===== config.mk =====
export PLATFORM = sky130hd
export DESIGN_NAME = spi_reg_responder
export DESIGN_NICKNAME = d
export VERILOG_FILES = /design/src/rtl/spi_resp_pkg.sv /design/src/rtl/spi_pin_sync.sv /design/src/rtl/spi_reg_responder.sv
export SDC_FILE = /design/constraint.sdc
export NUM_CORES = 1
export LEC_CHECK = 0
export CORE_MARGIN = 5
export CORE_UTILIZATION = 56
export CTS_CLUSTER_DIAMETER = 80
export DETAILED_ROUTE_END_ITERATION = 10
export PLACE_DENSITY = 0.84
export SETUP_SLACK_MARGIN = 0.1
export SLEW_MARGIN = 0
export SYNTH_ARGS = -nofsm -noshare
export SYNTH_HDL_FRONTEND = slang
export SYNTH_HIERARCHICAL = 1
export SYNTH_SLANG_ARGS = --single-unit

===== constraint.sdc =====
create_clock -name Clk -period 7.4 [get_ports Clk]
set_input_delay 1.48 -clock Clk [delete_from_list [all_inputs] [get_ports Clk]]
set_output_delay 1.48 -clock Clk [all_outputs]
set_load 0.03 [all_outputs]

===== src/rtl/spi_resp_pkg.sv =====
// Shared types and constants for the SPI register responder.
// Command byte layout: address in [7:3], write flag in [1].
package spi_resp_pkg;

    typedef enum logic [1:0] {
        IDLE = 2'd0,
        CMD  = 2'd1,
        DATA = 2'd2
    } state_t;

    localparam int STATUS_REG_DEF = 25;
    localparam int IEN_REG_DEF    = 26;
    localparam int NUM_REGS       = 32;
    localparam int DIR_BIT        = 1;
    localparam int ADDR_MSB       = 7;
    localparam int ADDR_LSB       = 3;

    // Status bits are set from the local side and cleared by writing ones over SPI.
    function automatic logic [7:0] status_w1c(input logic [7:0] cur, input logic [7:0] clr);
        return cur & ~clr;
    endfunction

    function automatic logic [7:0] status_set(input logic [7:0] cur, input logic [7:0] set);
        return cur | set;
    endfunction

endpackage


===== src/rtl/spi_pin_sync.sv =====
// Multi-flop synchronizer with rise/fall detection for one asynchronous pin.
// Edges are suppressed until the chain has flushed after reset, so a pin already low is not seen as a fall.
module spi_pin_sync #(
    parameter int   STAGES    = 2,
    parameter logic RESET_VAL = 1'b0
) (
    input  logic clk_i,
    input  logic reset_i,
    input  logic pin_i,
    output logic rise_o,
    output logic fall_o
);

    logic [STAGES-1:0] sync_q;
    logic              prev_q;
    logic [STAGES:0]   vld_q;

    // Synchronizer chain, previous-value flop and post-reset flush tracker.
    always_ff @(posedge clk_i) begin
        if (reset_i) begin
            sync_q <= {STAGES{RESET_VAL}};
            prev_q <= RESET_VAL;
            vld_q  <= '0;
        end else begin
            sync_q <= {sync_q[STAGES-2:0], pin_i};
            prev_q <= sync_q[STAGES-1];
            vld_q  <= {vld_q[STAGES-1:0], 1'b1};
        end
    end

    assign rise_o = vld_q[STAGES] &  sync_q[STAGES-1] & ~prev_q;
    assign fall_o = vld_q[STAGES] & ~sync_q[STAGES-1] &  prev_q;

endmodule


===== src/rtl/spi_reg_responder.sv =====
// SPI mode-0 peripheral exposing a 32 x 8 register file with MAX3421E-style command bytes,
// plus a local read/write port and a status/enable interrupt.
module spi_reg_responder
    import spi_resp_pkg::*;
#(
    parameter int STATUS_REG  = STATUS_REG_DEF,
    parameter int IEN_REG     = IEN_REG_DEF,
    parameter int SYNC_STAGES = 2
) (
    input  logic       Clk,
    input  logic       Reset,
    input  logic       spi_SCLK,
    input  logic       spi_MOSI,
    input  logic       spi_SS_n,
    output logic       spi_MISO,
    output logic       spi_MISO_oe,
    input  logic [4:0] loc_addr,
    input  logic       loc_wr,
    input  logic [7:0] loc_wdata,
    output logic [7:0] loc_rdata,
    output logic       wr_strobe,
    output logic [4:0] wr_addr,
    output logic [7:0] wr_data,
    output logic       xfer_active,
    output logic       irq_n
);

    localparam logic [4:0] STATUS_A = 5'(STATUS_REG);
    localparam logic [4:0] IEN_A    = 5'(IEN_REG);

    logic sclk_rise_s, sclk_fall_s, ss_rise_s, ss_fall_s, mosi_s;
    logic [SYNC_STAGES-1:0] mosi_sync_q;

    spi_pin_sync #(.STAGES(SYNC_STAGES), .RESET_VAL(1'b0)) u_sclk_sync (
        .clk_i(Clk), .reset_i(Reset), .pin_i(spi_SCLK),
        .rise_o(sclk_rise_s), .fall_o(sclk_fall_s)
    );

    spi_pin_sync #(.STAGES(SYNC_STAGES), .RESET_VAL(1'b1)) u_ss_sync (
        .clk_i(Clk), .reset_i(Reset), .pin_i(spi_SS_n),
        .rise_o(ss_rise_s), .fall_o(ss_fall_s)
    );

    // MOSI only needs a level; its timing relative to SCLK matches the SCLK chain.
    always_ff @(posedge Clk) begin
        if (Reset) mosi_sync_q <= '0;
        else       mosi_sync_q <= {mosi_sync_q[SYNC_STAGES-2:0], spi_MOSI};
    end
    assign mosi_s = mosi_sync_q[SYNC_STAGES-1];

    state_t     state_q;
    logic [2:0] bitcnt_q;
    logic [6:0] shift_in_q;
    logic [7:0] shift_out_q, tx_next_q;
    logic [4:0] addr_q;
    logic       dir_q, oe_q;
    logic       wr_strobe_q;
    logic [4:0] wr_addr_q;
    logic [7:0] wr_data_q, loc_rdata_q;
    logic       irq_n_q;
    logic [7:0] regs_q [NUM_REGS];

    logic [7:0] rx_byte;
    logic       byte_done, spi_wr, loc_wr_en;
    logic [7:0] spi_wdata_d, loc_wdata_d;

    assign rx_byte   = {shift_in_q, mosi_s};
    assign byte_done = sclk_rise_s && (bitcnt_q == 3'd7) && (state_q != IDLE) && !ss_rise_s;
    assign spi_wr    = byte_done && (state_q == DATA) && dir_q;
    assign loc_wr_en = loc_wr && !(spi_wr && (loc_addr == addr_q));

    // Write data after the status register's set/clear semantics are applied.
    always_comb begin
        spi_wdata_d = rx_byte;
        loc_wdata_d = loc_wdata;
        if (addr_q == STATUS_A) spi_wdata_d = status_w1c(regs_q[STATUS_A], rx_byte);
        else                    spi_wdata_d = rx_byte;
        if (loc_addr == STATUS_A) loc_wdata_d = status_set(regs_q[STATUS_A], loc_wdata);
        else                      loc_wdata_d = loc_wdata;
    end

    // Transfer FSM with its shift registers, bit counter and write-strobe outputs.
    always_ff @(posedge Clk) begin
        if (Reset) begin
            state_q     <= IDLE;
            bitcnt_q    <= 3'd0;
            shift_in_q  <= 7'd0;
            shift_out_q <= 8'h00;
            tx_next_q   <= 8'h00;
            addr_q      <= 5'd0;
            dir_q       <= 1'b0;
            oe_q        <= 1'b0;
            wr_strobe_q <= 1'b0;
            wr_addr_q   <= 5'd0;
            wr_data_q   <= 8'h00;
        end else begin
            wr_strobe_q <= 1'b0;
            if (ss_rise_s) begin
                state_q <= IDLE;
                oe_q    <= 1'b0;
            end else begin
                case (state_q)
                    IDLE: begin
                        if (ss_fall_s) begin
                            state_q     <= CMD;
                            shift_out_q <= regs_q[STATUS_A];
                            bitcnt_q    <= 3'd0;
                            oe_q        <= 1'b1;
                        end
                    end
                    CMD, DATA: begin
                        if (sclk_rise_s) begin
                            shift_in_q <= rx_byte[6:0];
                            bitcnt_q   <= bitcnt_q + 3'd1;
                        end
                        if (byte_done && state_q == CMD) begin
                            addr_q    <= rx_byte[ADDR_MSB:ADDR_LSB];
                            dir_q     <= rx_byte[DIR_BIT];
                            tx_next_q <= rx_byte[DIR_BIT] ? 8'h00 : regs_q[rx_byte[ADDR_MSB:ADDR_LSB]];
                            state_q   <= DATA;
                        end else if (byte_done && dir_q) begin
                            wr_strobe_q <= 1'b1;
                            wr_addr_q   <= addr_q;
                            wr_data_q   <= rx_byte;
                            tx_next_q   <= 8'h00;
                        end else if (byte_done) begin
                            tx_next_q <= regs_q[addr_q];
                        end
                        // The first fall after a completed byte hands over the next byte to send.
                        if (sclk_fall_s) begin
                            if (bitcnt_q == 3'd0) shift_out_q <= tx_next_q;
                            else                  shift_out_q <= {shift_out_q[6:0], 1'b0};
                        end
                    end
                    default: begin
                        state_q <= IDLE;
                        oe_q    <= 1'b0;
                    end
                endcase
            end
        end
    end

    // Register file; an SPI write to the same address beats the local write.
    always_ff @(posedge Clk) begin
        if (Reset) begin
            for (int i = 0; i < NUM_REGS; i++) regs_q[i] <= 8'h00;
        end else begin
            if (spi_wr)    regs_q[addr_q]   <= spi_wdata_d;
            if (loc_wr_en) regs_q[loc_addr] <= loc_wdata_d;
        end
    end

    // Local read port and interrupt output.
    always_ff @(posedge Clk) begin
        if (Reset) begin
            loc_rdata_q <= 8'h00;
            irq_n_q     <= 1'b1;
        end else begin
            loc_rdata_q <= regs_q[loc_addr];
            irq_n_q     <= ~|(regs_q[STATUS_A] & regs_q[IEN_A]);
        end
    end

    assign spi_MISO    = oe_q & shift_out_q[7];
    assign spi_MISO_oe = oe_q;
    assign xfer_active = oe_q;
    assign loc_rdata   = loc_rdata_q;
    assign wr_strobe   = wr_strobe_q;
    assign wr_addr     = wr_addr_q;
    assign wr_data     = wr_data_q;
    assign irq_n       = irq_n_q;

endmodule


Word-level counts from Yosys, hierarchy flattened
Memories as Yosys holds them, arrays and structs flattened. A register that Yosys moved wholly into a read port is not among the register bits.
Cells that the tools add are included.
{"block": "classes", "add_sub_neg": 1, "n_eq_ne": 10, "mux": 39, "bitwise": 20, "n_reduce_logical": 31}
{"operator": "two-way mux 8 bit", "n": 11}
{"operator": "two-way mux 5 bit", "n": 6}
{"operator": "OR reduction 8 bit", "n": 3}
{"operator": "bitwise AND 8 bit", "n": 2}
{"operator": "one-hot mux 8 bit (2 select lines)", "n": 1}
{"operator": "two-way mux 1 bit", "n": 14}
{"operator": "AND reduction 4 bit", "n": 3}
{"operator": "== test 5 bit, second input constant", "n": 2}
{"operator": "bitwise AND 1 bit", "n": 9}
{"operator": "logical AND 1 bit", "n": 9}
{"operator": "AND reduction 3 bit", "n": 3}
{"operator": "inequality test 2 bit, second input constant", "n": 4}
{"operator": "NOT 8 bit", "n": 1}
{"operator": "bitwise OR 8 bit", "n": 1}
{"operator": "NOT 1 bit", "n": 7}
{"operator": "two-way mux 3 bit", "n": 2}
{"operator": "one-hot mux 3 bit (2 select lines)", "n": 1}
{"operator": "== test 5 bit", "n": 1}
{"operator": "two-way mux 2 bit", "n": 2}
{"operator": "one-hot mux 2 bit (2 select lines)", "n": 1}
{"operator": "AND reduction 2 bit", "n": 2}
{"operator": "nonzero test 2 bit", "n": 2}
{"operator": "OR reduction 2 bit", "n": 2}
{"operator": "OR reduction 4 bit", "n": 1}
{"operator": "9 further kinds", "n": 11}
{"block": "totals", "register_bits": 64, "ramBits": 256, "in_bits": 19, "output_inout_bits": 26, "mem_count": 1}
{"name": "regs_q", "words": 32, "width": 8, "rd": 5, "rd_ports_with_merged_regs": 3, "write_ports": 32, "line_no": "spi_reg_responder.sv:61", "rtl": "logic [7:0] regs_q [NUM_REGS];"}

Logic depth before layout (Yosys ltp)
{"block": "depth", "word_depth": 15, "depth_mapped": 9, "ltp_nobuf": 7}

Modules after synthesis
The synthesis kept the hierarchy.
{"mod": "spi_reg_responder", "instances": 1, "cells_per_inst": 1458, "area_per_inst_um2": 19238.5}
{"mod": "spi_pin_sync", "instances": 2, "cells_per_inst": 14, "area_per_inst_um2": 172.7}

Worst setup path before layout
OpenSTA, ideal clock, no wires.
{"block": "synth_timing", "path_type": "input-to-reg", "start": "in loc_addr[0]", "end": "mem regs_q[13][0], enable pin", "setup_ns": 0.338, "t_arrival_ns": 3.248, "slack_ns": 3.814, "cell_stages": 6, "path_buffers": 1, "path_cell_list": "buf_2 -> xor2_2 -> nor4_4 -> a2111oi_4 -> nand2_4 -> nand3b_1"}
{"element": "from (decl)", "line_no": "spi_reg_responder.sv:17", "rtl": "input logic [4:0] loc_addr,"}
{"element": "to (decl)", "line_no": "spi_reg_responder.sv:61"}

==> results.py <==
metrics = {
    "floorplan": {
        "die-area_mm2": 0.0388,
        "ios": 45,
        "die_w_um": 197,
        "initial_core_util_pct": 56.7,
        "coreArea_mm2": 0.0345,
        "die_y_um": 197,
        "rows": 68,
    },
    "setup_path": {
        "crit_required_ns": 7.60,
        "critPathKind": "primary input to flip-flop",
        "cp-end-kind": "flip-flop",
        "path_max_fanout": 9,
        "crit_arrival_ns": 4.78,
        "cp-start-kind": "primary input",
    },
    "timing": {
        "hold_violations": 0,
        "rsz0062_at_grt": "no",
        "tightest_slew_ns": 1.37,
        "drv_slew": 0,
        "fin_crit_sh_pct": 61.8,
        "max_freq_mhz": 218,
        "fin_tns_setup_ns": 0,
        "setup_ws_ns": 2.82,
        "fin_crit_ns": 4.58,
        "relSlewSlack_pct": 8.50,
        "clock-skew-final_ns": 0.0293,
        "setup_viol": 0,
    },
    "yosys": {
        "synth_compound_area_share_pct": 14.3,
        "netlist_top_cells_area": "edfxtp_1 (39%), mux4_2 (22%), dfxtp_1 (8.4%)",
        "synth.largest_area_cell": "edfxtp_1",
        "synth_area_mm2": 0.0196,
        "synthMuxAreaShare_pct": 25.9,
        "seq_area_frac_synth_pct": 47.6,
        "synthSimpleGateAreaFrac_pct": 7.71,
        "synth_top_family_by_area": "multiplexers",
        "synth-edff-count": 256,
        "synth_area_per_cell_um2": 13.2,
        "synth_top_area_share_pct": 39.3,
        "yosys_warnings": 6,
        "synthFlopType": "edfxtp_1",
        "ys_ff_latch": 338,
        "synthAdderAreaFrac_pct": 0.447,
        "async_flop_share_pct": 0,
        "ys_types": 59,
        "synthCells": 1486,
        "synth_xor_area_share_pct": 0.300,
        "synthesis.nets": 1512,
    },
    "routing": {
        "wirelength_mm": 72.9,
        "num_vias": 16340,
        "wire_per_inst_um": 37.5,
        "drt-vias-per-instance": 8.41,
        "drcViolationCount": 0,
        "antenna_left": 0,
        "dr.pass1.iters": 7,
        "first_iter_violations": 3826,
    },
    "clocking": {
        "worstSkewPairLatency_ns": 0.55,
        "post_cts_buffers": 0,
        "clock_path_buffers": 3,
        "cts_tree": "done",
        "ctsHoldBuffers": 0,
        "clk_pin_slew_worst_paths_ns": 0.06,
        "root_buffer": "clkbuf_16",
        "cts_made_buffers": 37,
        "cts_max_level": 2,
        "cts_resized": 0,
        "cts_sinks": 338,
    },
    "cells_and_area": {
        "fill_cells": 2526,
        "final_nets": 1486,
        "layout-drive-gt1-share_pct": 23.4,
        "syn2layout_area_growth_pct": 10.7,
    },
    "power_and_ir_drop": {
        "p_per_area_mw_per_mm2": 206,
        "p_leak_nw": 6.83,
        "peakVddDrop_mv": 0.149,
    },
    "grt": {
        "gr-usage-all-layers_pct": 36.9,
        "grt-ovfl-total": 0,
        "antenna_found_initial": 1,
        "grt_pass1_vias": 15409,
        "grt_pass1_wl_mm": 105,
        "grt_max_degree": 66,
    },
    "placement": {
        "io_buffers": 44,
        "hpwlAfterDp_mm": 47.7,
        "routabilityCongestion": 1.08,
        "pre_cts_ws_ns": 2.52,
    },
    "min_path": {
        "worstHoldPathType": "flip-flop to flip-flop",
    },
    "outcome": {
        "status": "completed",
    },
    "job": {
        "cap_violations": 0,
    },
}
per-layer routing:
metal  wire, um  GRT usage, %  up-vias
li1           -             -     6180
met1      21800          46.3     7718
met2      29500          51.0     1977
met5         70          1.36        -
met4       6330          22.4        2
met3      15200          18.9      463
cells in the mapped netlist, drive strengths merged (5+ instances only):
| library cell | instances |
|---|---|
| inv | 19 |
| xor2 | 5 |
| a22oi | 31 |
| nor2b | 16 |
| nor3 | 12 |
| nor2 | 70 |
| nand3b | 32 |
| nand2b | 5 |
| edfxtp | 256 |
| nor3b | 11 |
| mux4 | 190 |
| a31oi | 12 |
| and3b | 8 |
| a211o | 7 |
| ha | 7 |
| a211oi | 11 |
| a21oi | 35 |
| a22o | 10 |
| o21ai | 6 |
| buf | 56 |
| a2111oi | 7 |
| mux2i | 73 |
| mux2 | 6 |
| a221oi | 8 |
| nand3 | 8 |
| dfxtp | 82 |
| nand2 | 97 |
| clkbuf | 94 |
| o32ai | 9 |
| nor4 | 5 |
| o22ai | 259 |
metrics by stage:
stage	instance area [um^2]	instances	hold WS, ns	total power, mW	utilization (%)
after CTS	21700	1942	0.434	4.42	62.8
after global placement	20400	1876	0.401	2.55	59.1
after floorplan	19600	1486	0.383	2.40	-
after global routing	21700	1942	0.457	4.53	62.8
final	21700	1943	0.420	4.46	62.8
after detailed placement	20400	1876	0.415	2.56	59.1
registers in the layout, summed over array words and instances, names as in the netlist, named ones only:
register	count
regs_q	256
loc_rdata	8
shift_out_q	8
tx_next_q	8
wr_data	8
shift_in_q	7
addr_q	5
wr_addr	5
bitcnt_q	3
u_sclk_sync/vld_q	3
u_ss_sync/vld_q	3
mosi_sync_q	2
state_q	2
u_sclk_sync/sync_q	2
u_ss_sync/sync_q	2
dir_q	1
irq_n	1
spi_MISO_oe	1
u_sclk_sync/prev_q	1
u_ss_sync/prev_q	1
wr_strobe	1
layout make-up:
type                    instances  area (um^2)  share of cell area, %
clock inverters                24          287                   1.32
inverters                      19         71.3                  0.329
well taps                     455          569                   2.63
multi-input cells             979         9710                   44.8
flip-flops and latches        338         9340                   43.1
clock buffers                  42          965                   4.45
diodes                          1         2.50                 0.0115
repair buffers                 85          741                   3.42
path summary, 6_finish.rpt:
kind	slack (ns)	start	endpoint	depth (start not counted)
max	2.82	loc_addr[4]	regs_q[8][4]$_DFFE_PP_	6
min	0.42	u_ss_sync/sync_q[0]$_SDFF_PP1_	u_ss_sync/sync_q[1]$_SDFF_PP1_	1
max reg2reg	3.47	state_q[0]$_SDFFE_PP0P_	regs_q[3][3]$_DFFE_PP_	7
min reg2reg	0.42	u_ss_sync/sync_q[0]$_SDFF_PP1_	u_ss_sync/sync_q[1]$_SDFF_PP1_	1
cell families after synthesis:
logic type,count (synthesis)
xor+xnor,5
fa+ha+maj,7
mux,269
buf+inv,169
simple gates,284
flops,338
compound gates,414
power breakdown:
part / internal [mW] / total [mW] / switching, mW
Sequential: 2.11 / 2.21 / 0.101
Clock: 1.10 / 1.91 / 0.817
Combinational: 0.139 / 0.339 / 0.200
layout by cell type (no fill, tap or decap), drive strengths merged, types with 16 or more instances in the layout:
cell,netlist,final
a21oi,35,35
a22oi,31,31
buf,56,44
clkbuf,94,42
clkdlybuf4s50,0,41
dfxtp,82,82
edfxtp,256,256
inv,19,23
mux2i,73,73
mux4,190,190
nand2,97,97
nand3b,32,32
nor2,70,70
nor2b,16,16
o22ai,259,259
worst max-delay path, cell delays in order:
cell and delay [ns]:
clkdlybuf4s50_1 0.68, xor2_1 0.28, nor3_2 0.18, a2111oi_4 1.18, nand2_1 0.48, nand3b_1 0.51
(Power assumes the default switching activity.)
